--- src/rtl/fb_mem_arbiter.sv ---
// Shares the SDRAM frame-buffer port: video burst reads have priority, pixel writes win once starved.
// Commands are registered (1 cycle to issue), read beats forwarded 1 cycle late; waitrequest stalls the held command.
module fb_mem_arbiter #(
  parameter int AW         = 22,
  parameter int DW         = 16,
  parameter int LW         = 8,
  parameter int STARVE_MAX = 64
) (
  input  logic          iCLK,
  input  logic          iRESETn,
  input  logic          iVID_REQ,
  input  logic [AW-1:0] iVID_ADDR,
  input  logic [LW-1:0] iVID_LEN,
  output logic          oVID_GNT,
  output logic [DW-1:0] oVID_RDATA,
  output logic          oVID_RVALID,
  output logic          oVID_DONE,
  input  logic          iWR_REQ,
  input  logic [AW-1:0] iWR_ADDR,
  input  logic [DW-1:0] iWR_DATA,
  output logic          oWR_ACK,
  output logic [AW-1:0] oMEM_ADDR,
  output logic          oMEM_READ,
  output logic          oMEM_WRITE,
  output logic [DW-1:0] oMEM_WDATA,
  output logic [LW-1:0] oMEM_BURSTCOUNT,
  input  logic          iMEM_WAITREQUEST,
  input  logic [DW-1:0] iMEM_RDATA,
  input  logic          iMEM_RDATAVALID,
  output logic          oBUSY
);

  localparam int SW = $clog2(STARVE_MAX + 1);

  localparam logic [1:0] S_IDLE    = 2'd0;
  localparam logic [1:0] S_RD_CMD  = 2'd1;
  localparam logic [1:0] S_RD_DATA = 2'd2;
  localparam logic [1:0] S_WR_CMD  = 2'd3;

  logic [1:0]    r_state;
  logic [AW-1:0] r_addr;
  logic [DW-1:0] r_wdata;
  logic [LW-1:0] r_bc;
  logic [LW-1:0] r_beats;
  logic          r_read;
  logic          r_write;
  logic          r_vid_gnt;
  logic          r_wr_ack;
  logic [DW-1:0] r_rdata;
  logic          r_rvalid;
  logic          r_done;
  logic [SW-1:0] r_starve;

  logic          w_idle;
  logic          w_vid_req;
  logic          w_wr_req;
  logic          w_starved;
  logic          w_go_wr;
  logic          w_go_rd;
  logic [LW-1:0] w_len;

  // A requester still showing REQ during its own GNT/ACK cycle is dropping it, not asking again.
  assign w_idle    = (r_state == S_IDLE);
  assign w_vid_req = iVID_REQ & ~r_vid_gnt;
  assign w_wr_req  = iWR_REQ & ~r_wr_ack;
  assign w_starved = (r_starve == SW'(STARVE_MAX));
  assign w_go_wr   = w_idle & w_wr_req & (w_starved | ~w_vid_req);
  assign w_go_rd   = w_idle & w_vid_req & ~(w_wr_req & w_starved);
  assign w_len     = (iVID_LEN == '0) ? LW'(1) : iVID_LEN;

  always_ff @(posedge iCLK or negedge iRESETn) begin
    if (!iRESETn) begin
      r_state   <= S_IDLE;
      r_addr    <= '0;
      r_wdata   <= '0;
      r_bc      <= '0;
      r_beats   <= '0;
      r_read    <= 1'b0;
      r_write   <= 1'b0;
      r_vid_gnt <= 1'b0;
      r_wr_ack  <= 1'b0;
      r_rdata   <= '0;
      r_rvalid  <= 1'b0;
      r_done    <= 1'b0;
    end else begin
      r_vid_gnt <= 1'b0;
      r_wr_ack  <= 1'b0;
      r_rvalid  <= 1'b0;
      r_done    <= 1'b0;
      case (r_state)
        S_IDLE: begin
          if (w_go_wr) begin
            r_addr  <= iWR_ADDR;
            r_wdata <= iWR_DATA;
            r_write <= 1'b1;
            r_state <= S_WR_CMD;
          end else if (w_go_rd) begin
            r_addr    <= iVID_ADDR;
            r_bc      <= w_len;
            r_beats   <= w_len;
            r_read    <= 1'b1;
            r_vid_gnt <= 1'b1;
            r_state   <= S_RD_CMD;
          end
        end
        S_RD_CMD: begin
          if (!iMEM_WAITREQUEST) begin
            r_read  <= 1'b0;
            r_state <= S_RD_DATA;
          end
        end
        S_RD_DATA: begin
          // Data outside this state is stray and never reaches the video side.
          if (iMEM_RDATAVALID) begin
            r_rdata  <= iMEM_RDATA;
            r_rvalid <= 1'b1;
            r_beats  <= r_beats - LW'(1);
            if (r_beats == LW'(1)) begin
              r_done  <= 1'b1;
              r_state <= S_IDLE;
            end
          end
        end
        S_WR_CMD: begin
          if (!iMEM_WAITREQUEST) begin
            r_write  <= 1'b0;
            r_wr_ack <= 1'b1;
            r_state  <= S_IDLE;
          end
        end
        default: r_state <= S_IDLE;
      endcase
    end
  end

  always_ff @(posedge iCLK or negedge iRESETn) begin
    if (!iRESETn) begin
      r_starve <= '0;
    end else if (w_go_wr || r_state == S_WR_CMD) begin
      r_starve <= '0;
    end else if (iWR_REQ && !r_wr_ack && !w_starved) begin
      r_starve <= r_starve + SW'(1);
    end
  end

  assign oVID_GNT        = r_vid_gnt;
  assign oVID_RDATA      = r_rdata;
  assign oVID_RVALID     = r_rvalid;
  assign oVID_DONE       = r_done;
  assign oWR_ACK         = r_wr_ack;
  assign oMEM_ADDR       = r_addr;
  assign oMEM_READ       = r_read;
  assign oMEM_WRITE      = r_write;
  assign oMEM_WDATA      = r_wdata;
  assign oMEM_BURSTCOUNT = r_bc;
  assign oBUSY           = ~w_idle;

endmodule
--- config.mk ---
export PLATFORM = sky130hd
export DESIGN_NAME = fb_mem_arbiter
export DESIGN_NICKNAME = d
export VERILOG_FILES = /design/src/rtl/fb_mem_arbiter.sv
export SDC_FILE = /design/constraint.sdc
export NUM_CORES = 1
export LEC_CHECK = 0
export CAP_MARGIN = 20
export CORE_AREA = 5 5 112 114
export CTS_CLUSTER_SIZE = 30
export DETAILED_ROUTE_END_ITERATION = 7
export DIE_AREA = 0 0 117 119
export PLACE_DENSITY = 0.66
export SETUP_SLACK_MARGIN = 0.4
export SYNTH_ARGS = -nofsm -noshare
export SYNTH_HDL_FRONTEND = slang
export SYNTH_SLANG_ARGS = --single-unit
export TNS_END_PERCENT = 100
--- constraint.sdc ---
create_clock -name iCLK -period 3 [get_ports iCLK]
set_input_delay 0.6 -clock iCLK [delete_from_list [all_inputs] [get_ports iCLK]]
set_output_delay 0.6 -clock iCLK [all_outputs]
set_load 0.02 [all_outputs]
==> metrics, run 1 <==
status=completed; Post-Syn Area=3860 µm²; first-pass GRT wire length=16,100 µm; critical path type=flop to output port; Worst Skew=6.90 ps; DR vias/cell=4.78; CORE AREA=11,300 µm²; final hold violation count=0; Arr. time, crit path=1850 ps; crit share post-route=0.816; main combinational cell family by area after synthesis=multiplexers; mux cell area share after synthesis=0.182; Critical Path RT=2400 ps; CTS max path bufs=2; fin nets=579; minimum clock period after layout=2450 ps; drt drc=0; grt met3 use=0.0492; max-slew violation count=0; overall die height=119 µm; GRT Util Overall=0.146; Synth Area in Adders=0.0130; worst min-delay path class=primary input to asynchronous set/reset pin; FP Rows=39; Post-Syn Area per Cell=11.9 µm²; Antenna Nets Post-Route=0; cts repair resizes=0; I/O pin cnt=159; Main synth FF type=dfrtp_1; Post-synth EDFFs=0; Post-Synth Simple-Gate Area=0.102; max-cap violation count=0; Initial Utilization=0.341; root buffer cell=clkbuf_16; vias in the first global route=3,211; total power=6.06 mW; DR vias=3,019; Post CTS Setup Buffer Count=0; M2 GR Usage=0.248; setup_tns=0 ps; busiest metal layer after global routing=met2; crit path max fanout=16; layout cells sized above 1=0.147; # diodes=0; Warnings, synthesis=0; cts hold-fix bufs=0; detailed-router iteration count before antenna repair=4; Layout area overhead=53.1%; CTS buffer count=9; clk sinks=85; DR WL/cell=15.9 µm; Die Area=13,900 µm²; Seq cells post-synth=85; startpoint types=flop; Final Setup Violations=0; Fillers=1,022; XOR/XNOR share of the synthesized area=0.0136; worst vdd ir=413 µV; largest net degree at the start of global routing=86; most common cell after layout, fill and taps aside=clkdlybuf4s50_1; Synth Area in Compound Gates=0.103; Post-DP HPWL=7610 µm; critical path endpoint category=output port; Post-Syn Instances=326; Leak Pwr=2.61 nW; Clock transition at path regs=60 ps; grt met1 use=0.173; initial antenna violation count=0; grt ovf=0; Clock Latency Late Sink=320 ps; unrepaired setup endpoints after global routing=no; maximum clock frequency=409 MHz; # port buffers=158; pwr dens=1030 nW/µm²; gpl congestion=0.864; Yosys cell types=50; DRT Wirelength=10,000 µm; H-tree Lvls=3; DR iter-0 viols=144; post-synthesis sequential area ratio=0.551; Die W=117 µm; CTS tree=built; syn_nets=420; Async SR Flop Fraction=1.00; Rel. slew slack=0.651; commonest cells after routing, fill and taps aside=clkdlybuf4s50_1 (157), dfrtp_1 (85), mux2_2 (30), nand2_1 (28), o21ai_0 (24); Tightest Pin Transition=520 ps
==> cells by family (layout without fill, tap and decap cells) <==
logic type / Yosys count / in the layout
AO/OA/AOI/OAI: 62 / 62
XOR/XNOR: 6 / 6
adder cells (fa/ha/maj): 4 / 4
buffers and inverters: 31 / 194
flip-flops: 85 / 85
multiplexers: 62 / 62
AND/OR/NAND/NOR: 76 / 76
==> flip-flops by register name (all words and copies together) (netlist names), 2 cells and up <==
name / cells
oVID_RDATA: 16
r_state: 2
oMEM_WDATA: 16
oMEM_BURSTCOUNT: 8
r_starve: 7
oMEM_ADDR: 22
r_beats: 8
==> final timing paths <==
path	startpoint	cells after the start	slack [ps]	endpoint
max in group asynchronous	iRESETn	2	2340	oMEM_ADDR[3]
max	r_state[1]	2	550	oBUSY
min reg2reg	oMEM_ADDR[5]	2	480	oMEM_ADDR[5]
min in group iCLK	oMEM_ADDR[5]	2	480	oMEM_ADDR[5]
min	iRESETn	2	300	oMEM_BURSTCOUNT[5]
max reg2reg	r_state[1]	4	860	oVID_RDATA[2]
==> stage by stage <==
step	cells	hold slack (ps)	utilization	worst slack [ps]	area (µm²)
after floorplan	326	304	-	949	3860
after global placement	617	462	0.496	541	5610
after detailed placement	617	469	0.496	477	5610
after CTS	632	329	0.522	542	5910
after global routing	632	348	0.522	465	5910
final	632	303	0.522	553	5910
==> worst max-delay path, cell delays in order (launching register included) <==
cell and delay (ps):
dfrtp_1 540, or2_2 430, clkdlybuf4s50_1 560
==> metal layers <==
| layer | routed length, µm | share of wire |
|---|---|---|
| met2 | 5220 | 0.52 |
| met3 | 660 | 0.066 |
| met4 | 154 | 0.015 |
| met1 | 4000 | 0.40 |
| met5 | 0 | 0 |
==> Yosys cell counts (all sizes together) (3+ instances only) <==
cell type	number	area (µm²)
buf	8	53.8
xnor2	3	26.3
o22ai	6	37.5
nand2	28	105
nor3	4	20.0
a21oi	12	60.1
xor2	3	26.3
clkbuf	9	33.8
a22oi	3	36.3
inv	14	52.6
o21ai	25	125
mux2i	23	230
nand2b	3	18.8
nor2	15	56.3
mux2	39	473
nand4	4	25.0
or2	4	25.0
nor2b	3	18.8
ha	4	50.1
dfrtp	85	2130
nor4	3	18.8
==> report_power, final <==
part	switching, mW	internal [mW]	total [mW]
Clock	0.427	0.683	1.11
Combinational	1.44	1.48	2.92
Sequential	0.348	1.68	2.03
Total	2.22	3.85	6.06
==> final cells by class <==
class	instances	area, µm²	share of cell area
sequential	85	2130	0.360
timing repair buffer	165	1660	0.280
multi-input combinational	210	1600	0.270
clock buffer	11	253	0.0427
tap	143	179	0.0303
inverter	14	52.6	0.00889
clock inverter	4	47.5	0.00804
Power figures use the tool's default switching activity.
==> inputs of run 2 (changes only) <==
--- a/config.mk
+++ b/config.mk
@@ -10,7 +10,7 @@
 export CTS_CLUSTER_SIZE = 30
 export DETAILED_ROUTE_END_ITERATION = 7
 export DIE_AREA = 0 0 117 119
-export PLACE_DENSITY = 0.66
+export PLACE_DENSITY = 0.68
 export SETUP_SLACK_MARGIN = 0.4
 export SYNTH_ARGS = -nofsm -noshare
 export SYNTH_HDL_FRONTEND = slang
==> constraint.sdc (replaced) <==
create_clock -name iCLK -period 2.15 [get_ports iCLK]
set_input_delay 0.43 -clock iCLK [delete_from_list [all_inputs] [get_ports iCLK]]
set_output_delay 0.43 -clock iCLK [all_outputs]
set_load 0.02 [all_outputs]
==> run 2 against run 1 <==
Clock power rose by 40%; worst hold slack got worse by 240 ps; final cell count rose by 3.6%; critical path type is now flop to flop; largest power group unchanged; highest routed layer unchanged.
==> metrics, run 2 (synthesized netlist as in run 1, its figures left out) <==
critical path endpoint category=flop; critical path type=flop to flop; crit share post-route=0.858; worst min-delay path class=primary input to asynchronous set/reset pin; maximum clock frequency=542 MHz; gpl congestion=0.838; Arr. time, crit path=2060 ps; drt drc=0; # diodes=0; Cell Count, Final, Fillers Out=655; Fillers=986; setup_tns=0 ps; root buffer cell=clkbuf_16; grt met1 use=0.189; Die Area=13,900 µm²; max reg flops=22; DRT Wirelength=10,800 µm; H-tree Lvls=3; Leak Pwr=3.14 nW; placed instance count=629; Worst setup startpoint=r_starve[1]; DR vias/cell=4.91; Layout area overhead=62.7%; worst vdd ir=614 µV; DR iter-0 viols=78; crit path max fanout=17; Final WS setup=305 ps; startpoint types=flop; final hold violation count=0; first-pass GRT wire length=17,500 µm; register area=2130 µm²; Worst Skew=4.02 ps; Initial Utilization=0.341; Antenna Nets Post-Route=0; Tightest Pin Transition=495 ps; commonest cells after routing, fill and taps aside=clkdlybuf4s50_1 (100), dfrtp_1 (83), dlygate4sd2_1 (29), nand2_1 (28), dlymetal6s2s_1 (27); most common cell after layout, fill and taps aside=clkdlybuf4s50_1; clk sinks=85; CTS buffer count=9; grt ovf=0; grt met3 use=0.0355; largest net degree at the start of global routing=46; Critical Path RT=2370 ps; Clock Latency Late Sink=330 ps; unrepaired setup endpoints after global routing=yes; DR vias=3,216; fin nets=601; vias in the first global route=3,555; CTS max path bufs=2; # port buffers=158; overall die height=119 µm; CORE AREA=11,300 µm²; I/O pin cnt=159; status=completed; Clock transition at path regs=70 ps; max-cap violation count=0; Rel. slew slack=0.670; pwr dens=1370 nW/µm²; footprint of the multi-input gates=1690 µm²; detailed-router iteration count before antenna repair=4; M2 GR Usage=0.263; minimum clock period after layout=1850 ps; CTS tree=built; Final Setup Violations=0; Post-DP HPWL=7830 µm; busiest metal layer after global routing=met2; pre-CTS setup slack=-47.1 ps; Die W=117 µm; layout cells sized above 1=0.211; initial antenna violation count=0; RR Startpoint=r_starve[1]; GRT Util Overall=0.156; max-slew violation count=0; FP Rows=39; DR WL/cell=16.5 µm
## run 2: changes by cell type in the layout (fill, tap and decap cells not counted), sizes merged
| cell | before | now |
|---|---|---|
| clkinv | 2 | 3 |
| buf | 8 | 28 |
| inv | 14 | 16 |
| dlygate4sd2 | 0 | 29 |
| dlymetal6s2s | 0 | 27 |
| clkbuf | 11 | 12 |
| clkdlybuf4s50 | 157 | 100 |
## run 2: path summary, 6_finish.rpt
check                                      to  slack, ps  cells after the start
worst max-delay path            oMEM_WDATA[3]        300                      7
worst min-delay path              r_starve[3]         60                      1
worst max register to register  oMEM_WDATA[3]        300                      7
worst min register to register  oMEM_ADDR[19]        480                      2
max in group asynchronous       oMEM_WDATA[8]       1520                      2
min in group iCLK               oMEM_ADDR[19]        480                      2
## run 2: stage by stage
| stage | utilization | hold slack, ps | power (mW) | cell area [µm²] |
|---|---|---|---|---|
| global placement | 0.508 | 430 | 7.04 | 5750 |
| floorplan | - | 134 | 5.08 | 3880 |
| detailed placement | 0.508 | 438 | 7.14 | 5750 |
| finish | 0.555 | 63.7 | 8.63 | 6290 |
| global route | 0.555 | 100 | 9.19 | 6290 |
| CTS | 0.539 | 70.4 | 8.69 | 6110 |
## run 2: cell type report
class | count | share of cell area
Clock buffer | 9 | 0.0358
Multi-Input combinational cell | 210 | 0.268
Clock inverter | 7 | 0.0117
Sequential cell | 85 | 0.339
Timing Repair Buffer | 187 | 0.308
Tap cell | 143 | 0.0285
Inverter | 14 | 0.00836
## run 2: worst max-delay path, stage by stage (launching register included)
cell and delay, ps:
dfrtp_1 390, inv_1 70, ha_2 190, and4bb_4 290
a22oi_4 90, or2_4 250, buf_12 160, mux2_4 300
## run 2: what timing repair did
action | 4_1_cts | 5_1_grt
pin swaps | 5 | 2
gates cloned | 1 | 2
endpoints found under the setup margin | 91 | 89
gates resized for setup | 46 | 42
setup buffers | 4 | 3
hold buffers | 0 | 0
## run 2: where the power goes
| part | switching (mW) | internal, mW |
|---|---|---|
| registers | 0.431 | 2.35 |
| logic | 2.18 | 2.12 |
| clock network | 0.646 | 0.906 |
## run 2: routing by layer
layer,routed length (µm),vias to the layer above
met5,0,-
met4,237,0
met3,655,16
met2,5510,117
met1,4440,1569
li1,-,1514
==> inputs of run 3 (changes only) <==
--- a/config.mk
+++ b/config.mk
@@ -7,6 +7,7 @@
 export LEC_CHECK = 0
 export CAP_MARGIN = 20
 export CORE_AREA = 5 5 112 114
+export CTS_CLUSTER_DIAMETER = 120
 export CTS_CLUSTER_SIZE = 30
 export DETAILED_ROUTE_END_ITERATION = 7
 export DIE_AREA = 0 0 117 119
==> results of run 3 <==
The final DEF is identical to that of run 2; final timing and power are the same.
